===== src/rtl/bitcoin_pkg.sv =====
// Shared definitions for the bitcoin mining datapath blocks (nonce_select,
// bitcoin_hash): scan length default, scan FSM states, result record layout.
package bitcoin_pkg;

  // Default number of consecutive hash words examined per scan.
  localparam int NUM_NONCES_DEFAULT = 16;

  // Scan controller states.
  typedef enum logic [1:0] {
    IDLE  = 2'd0,
    READ  = 2'd1,
    DRAIN = 2'd2,
    WRITE = 2'd3
  } state_t;

  // Word offsets inside the 3-word result record.
  localparam logic [15:0] RES_OFS_NONCE = 16'd0;
  localparam logic [15:0] RES_OFS_MIN   = 16'd1;
  localparam logic [15:0] RES_OFS_FOUND = 16'd2;

  // "Nothing found yet" values for the scan statistics.
  localparam logic [7:0]  NONCE_NONE = 8'hFF;
  localparam logic [31:0] HASH_MAX   = 32'hFFFF_FFFF;

endpackage


===== src/rtl/nonce_select.sv =====
// Scans NUM_NONCES consecutive hash words from memory, tracks the smallest
// hash and the first nonce whose hash is below target, and writes a 3-word
// result record {best_nonce, min_hash, found} back to memory.
module nonce_select
  import bitcoin_pkg::*;
#(
  parameter int NUM_NONCES = NUM_NONCES_DEFAULT
) (
  input  logic        clk,
  input  logic        reset,
  input  logic        start,
  input  logic [15:0] hash_addr,
  input  logic [15:0] result_addr,
  input  logic [31:0] target,
  output logic        done,
  output logic        found,
  output logic [7:0]  best_nonce,
  output logic [31:0] min_hash,
  output logic        mem_clk,
  output logic        mem_we,
  output logic [15:0] mem_addr,
  output logic [31:0] mem_write_data,
  input  logic [31:0] mem_read_data
);

  // rd_idx counts up to NUM_NONCES itself, so it needs one bit beyond 8.
  localparam logic [8:0] LAST_IDX = 9'(NUM_NONCES - 1);

  state_t      state;
  logic [8:0]  rd_idx;
  logic [1:0]  wr_cnt;
  logic [15:0] hash_base;
  logic [15:0] res_base;
  logic [31:0] target_q;

  logic        cmp_valid;
  logic [7:0]  cmp_idx;
  logic        found_n;
  logic [7:0]  best_n;
  logic [31:0] min_n;

  assign mem_clk = clk;
  assign done    = (state == IDLE);

  // Compare the word returned for the previous address against the running
  // minimum and the target; produces next-state statistics.
  always_comb begin
    // NOTE: every output of this block gets a default first so no path can
    // leave it unassigned and infer a latch.
    cmp_valid = ((state == READ) && (rd_idx != 9'd0)) || (state == DRAIN);
    cmp_idx   = 8'(rd_idx - 9'd1);
    found_n   = found;
    best_n    = best_nonce;
    min_n     = min_hash;
    if (cmp_valid) begin
      if (mem_read_data < min_hash) min_n = mem_read_data;
      if (!found && (mem_read_data < target_q)) begin
        found_n = 1'b1;
        best_n  = cmp_idx;
      end
    end
  end

  // Scan FSM, address generation, statistics and result write-back.
  always_ff @(posedge clk or posedge reset) begin
    if (reset) begin
      state          <= IDLE;
      rd_idx         <= '0;
      wr_cnt         <= '0;
      hash_base      <= '0;
      res_base       <= '0;
      target_q       <= '0;
      found          <= 1'b0;
      best_nonce     <= NONCE_NONE;
      min_hash       <= HASH_MAX;
      mem_we         <= 1'b0;
      mem_addr       <= '0;
      mem_write_data <= '0;
    end else begin
      // NOTE: state is updated with non-blocking assignments so every
      // statement in this block sees the pre-edge values.
      found      <= found_n;
      best_nonce <= best_n;
      min_hash   <= min_n;
      unique case (state)
        IDLE: begin
          mem_we <= 1'b0;
          if (start) begin
            hash_base  <= hash_addr;
            res_base   <= result_addr;
            target_q   <= target;
            found      <= 1'b0;
            best_nonce <= NONCE_NONE;
            min_hash   <= HASH_MAX;
            rd_idx     <= '0;
            mem_addr   <= hash_addr;
            state      <= READ;
          end
        end
        READ: begin
          rd_idx <= rd_idx + 9'd1;
          if (rd_idx == LAST_IDX) state <= DRAIN;
          else mem_addr <= hash_base + 16'(rd_idx + 9'd1);
        end
        DRAIN: begin
          // The final word is compared this cycle, so the record's first word
          // must use the freshly computed best nonce.
          mem_we         <= 1'b1;
          mem_addr       <= res_base + RES_OFS_NONCE;
          mem_write_data <= {24'b0, best_n};
          wr_cnt         <= '0;
          state          <= WRITE;
        end
        WRITE: begin
          wr_cnt <= wr_cnt + 2'd1;
          unique case (wr_cnt)
            2'd0: begin
              mem_addr       <= res_base + RES_OFS_MIN;
              mem_write_data <= min_hash;
            end
            2'd1: begin
              mem_addr       <= res_base + RES_OFS_FOUND;
              mem_write_data <= {31'b0, found};
            end
            default: begin
              mem_we <= 1'b0;
              state  <= IDLE;
            end
          endcase
        end
        default: state <= IDLE;
      endcase
    end
  end

endmodule


===== config.mk =====
export PLATFORM = sky130hd
export DESIGN_NAME = nonce_select
export DESIGN_NICKNAME = d
export VERILOG_FILES = /design/src/rtl/bitcoin_pkg.sv /design/src/rtl/nonce_select.sv
export SDC_FILE = /design/constraint.sdc
export NUM_CORES = 1
export LEC_CHECK = 0
export ABC_CLOCK_PERIOD_IN_PS = 8590
export CELL_PAD_IN_SITES_DETAIL_PLACEMENT = 0
export CELL_PAD_IN_SITES_GLOBAL_PLACEMENT = 1
export CORE_MARGIN = 10
export CORE_UTILIZATION = 42
export CTS_BUF_LIST = sky130_fd_sc_hd__clkbuf_8 sky130_fd_sc_hd__clkbuf_16
export DETAILED_ROUTE_END_ITERATION = 8
export PLACE_DENSITY = 0.94
export SYNTH_ARGS = -nofsm -noshare
export SYNTH_HDL_FRONTEND = slang
export SYNTH_SLANG_ARGS = --single-unit

===== constraint.sdc =====
create_clock -name clk -period 8.59 [get_ports clk]
set_input_delay 1.718 -clock clk [delete_from_list [all_inputs] [get_ports clk]]
set_output_delay 1.718 -clock clk [all_outputs]
set_load 0.01 [all_outputs]

-- After elaboration in Yosys (flattened, before gate mapping)
Cells that the tools add are included.
- register bits: 167
- bits in latches: 0
- memory bits (writable): 0
- memory bits (read-only): 0
- output and inout port bits: 92
- word-level logic and storage cells: 75
- memories kept: 0
- add/sub/neg operators: 7
- multipliers: 0
- divide/modulo/power cells: 0
- magnitude comparators: 2
- equal/unequal tests: 10
- shift-type cells: 0
- mux-type cells: 27
- bitwise logic cells: 0
- reductions and logical operators: 17
- operators by type and width (kind ; number):
    $mux 32 ; 4
    $pmux 32 s2 ; 2
    $lt 32x32->1 ; 2
    $pmux 16 s4 ; 1
    $mux 16 ; 2
    $mux 8 ; 4
    $pmux 16 s2 ; 1
    $pmux 9 s2 ; 1
    $add 16x1->16 const B ; 1
    $add 16x10->16 ; 1
    $add 16x2->16 const B ; 1
    $add 9x1->10 const B ; 1
    $add 9x1->9 const B ; 1
    $eq 9x4->1 const B ; 1
    $mux 9 ; 1
    $reduce_bool 9->1 ; 1
    $pmux 2 s4 ; 1
    $reduce_and 2->1 ; 4
    $sub 8x1->8 const B ; 1
    $mux 2 ; 3
    $ne 2x2->1 const B ; 3
    $reduce_and 3->1 ; 2
    $mux 1 ; 5
    $eq 2x1->1 const B ; 2
    other kinds (13) ; 17

-- Depth between registers and ports, before layout
- word-level depth: 6
- gate-level depth with buffers: 10
- gate-level depth less buffers: 10

==> key figures <==
GRT
  • Initial antenna violation count: 0
  • Remaining global-route overflow: 0
  • Global-route wire length before repair: between 40000 and 50000 um
  • Number of global-route vias before repair: roughly 8400
  • GRT Util Overall: 0.199
  • Largest net degree at the start of global routing: 85

Setup path
  • Most common cell on crit path: clkbuf_16
  • Critical path class: clk -> out
  • Critical-path cell list: clkbuf_16 -> clkbuf_16 -> clkdlybuf4s50_1
  • CP peak stage delay: 0.47 ns
  • CP Capture Type: primary output
  • Startpoint types: clock port
  • Crit-path max FO: 2
  • WP data arrival: approximately 5.0 ns
  • Crit path buf inv count: 3
  • Slowest cell on crit path: clkdlybuf4s50_1
  • CP top delay family: buffers and inverters
  • Crit path required time: between 6 and 7 ns

Timing
  • Worst-Margin Slew: about 1.3 ns
  • Rel. slew slack: 0.158
  • Clk_skew: 0.0121 ns
  • Setup TNS: 0 ns
  • Fin. Hold Viols: 0
  • Max-slew violation count: 0
  • RSZ-0062 raised after global routing: false
  • Worst hold slack: roughly 0.48 ns
  • Final setup vio count: 0
  • Worst Setup Slack, final: between 1.5 and 2 ns

Finish
  • Final std cells w/o fill: ~1500
  • Final instance area: ~12000 um2
  • Layout Utilization: 0.546
  • Antenna diodes: 0
  • Area Overhead vs Synth: 28.5%
  • Net count, final: roughly 1400
  • Share of cells above drive strength 1: 0.0796
  • # fillers: roughly 2000

Clock tree
  • Hold buffer count at CTS: 0
  • Later-pin clock latency in the skew report: 0.55 ns
  • Post-CTS Resized: 0
  • CTS tree: yes
  • Clk slew on worst S/H paths: ~0.070 ns
  • Post CTS Setup Buffer Count: 0

Synthesis
  • Top cells by count, synth: 162 x nand2_1, 127 x dfrtp_1, 119 x o21ai_0
  • Synth Net Count: roughly 1200
  • Yosys warns: 0
  • Dominant cells by area after synthesis: dfrtp_1 33%, dfstp_2 11%, ha_1 11%
  • Async SR Flop Fraction: 1.00
  • Post-Syn Area per Cell: between 8 and 9 um2
  • Most frequent cell after synthesis: nand2_1
  • Distinct cells, synth: 61
  • Number of synthesized flops with an enable pin: 0
  • Yosys top cell area share: 0.332
  • Sequential share of the synthesized area: 0.442
  • #FFs+latches synth: around 170
  • Gate Count Post-Synth: between 1000 and 1500
  • Cell Area, Synth: ~9600 um2
  • Primary FF master, synth: dfrtp_1
  • Synth area leader: dfrtp_1

Placement
  • Setup WS pre-CTS: 2.13 ns
  • DP Area: ~12000 um2
  • Port Buffers: 190
  • Post-DP HPWL: 21000 um
  • Final RePlAce weighted congestion: between 0.9 and 1
  • Placed cells: 1493

Floorplanning
  • Initial Utilization: 0.425
  • # IOs: between 150 and 200
  • FP Rows: 55
  • Die height: between 150 and 200 um
  • Die Width: 171 um
  • Die area: between 20000 and 30000 um2
  • Total core area: approximately 23000 um2

Drt
  • Total iterations of the first detailed-routing run: 6
  • Post-Route WL: between 20000 and 30000 um
  • Via Count: ~8500
  • Wire per inst: roughly 19 um
  • Initial detailed-routing violation count: roughly 730
  • Vias/cell: 5.58
  • Final ANT Viol Nets: 0
  • DRC: 0

Power
  • Leakage: between 5 and 6 nW
  • Power Density: between 300 and 400 nW/um2
  • Design Power: about 4.7 mW
  • Worst vdd ir: 0.152 mV

Hold path
  • Hold Crit Class: reg -> reg

Flow run
  • Max-cap viol count: 0

Run status
  • Outcome: complete, no violations
[per-layer routing]
metal | wire, um | vias to the layer above | GRT usage
met5 | 0 | - | 0
met4 | 536 | 0 | 0.0715
met3 | 1890 | 38 | 0.0442
met2 | 13700 | 298 | 0.317
met1 | 12700 | 4071 | 0.259
li1 | - | 4119 | -
[logic make-up after synthesis]
group | Yosys count | share of synthesized area
AO/OA/AOI/OAI | 345 | 0.224
AND/OR/NAND/NOR | 303 | 0.142
flip-flops | 167 | 0.442
buffers and inverters | 145 | 0.0599
adder cells (fa/ha/maj) | 82 | 0.108
XOR/XNOR | 16 | 0.0146
multiplexers | 9 | 0.00942
[placed cells by master (no fill, tap or decap), types with 3 or more instances in the layout]
master and count:
o31a_1 5, dfstp_2 40, a211oi_1 8, a21o_1 11
xnor2_1 10, a31oi_1 40, nor2b_1 4, dfrtp_1 127
xor2_1 6, clkdlybuf4s50_1 190, o31ai_1 16, ha_1 81
a22o_1 26, a221oi_1 3, a21oi_1 72, inv_1 87
nor2_1 38, and3_1 10, buf_4 8, o21ai_0 119
clkinvlp_4 3, nor4_1 4, clkinv_2 3, nand4_1 16
nand2b_1 6, o21ai_1 8, inv_6 4, clkbuf_16 20
a2111oi_0 4, nand3_1 27, mux2i_1 9, clkinv_4 4
nand2_1 162, nor3_1 21, nor2_2 3, o21a_1 9
[final cells by class]
cell class | count | area, um2 | share of cell area
Tap cell | 285 | 357 | 0.0290
Multi-Input combinational cell | 755 | 4790 | 0.390
Timing Repair Buffer | 197 | 1950 | 0.159
Inverter | 88 | 335 | 0.0273
Clock inverter | 14 | 103 | 0.00835
Sequential cell | 167 | 4230 | 0.344
Clock buffer | 22 | 524 | 0.0427
[path summary, 6_finish.rpt]
kind	from	endpoint	slack (ns)	cells after the start
worst min register to register	mem_addr[10]	mem_addr[10]	0.48	2
worst max-delay path	clk	mem_clk	1.86	3
max in group asynchronous	reset	target_q[22]	5.24	3
worst max register to register	state[0]	target_q[17]	5.09	7
min in group asynchronous	reset	hash_base[14]	1.69	2
worst min-delay path	mem_addr[10]	mem_addr[10]	0.48	2
[sequential cells by signal, summed over array words and instances (netlist names)]
| signal | flops |
|---|---|
| best_nonce | 8 |
| found | 1 |
| hash_base | 16 |
| mem_addr | 16 |
| mem_we | 1 |
| mem_write_data | 32 |
| min_hash | 32 |
| rd_idx | 9 |
| res_base | 16 |
| state | 2 |
| target_q | 32 |
| wr_cnt | 2 |
[tightest hold or removal path: stages (launching register included)]
cell and delay (ns):
dfrtp_1 0.34, nand2_1 0.05, o31ai_1 0.06
[report_power, final]
part	internal (mW)	total, mW	switching, mW	leakage, nW
Clock	0.447	0.802	0.356	0.305
Combinational	1.01	2.36	1.35	3.14
Sequential	1.21	1.50	0.288	2.02
Power figures use the tool's default switching activity.
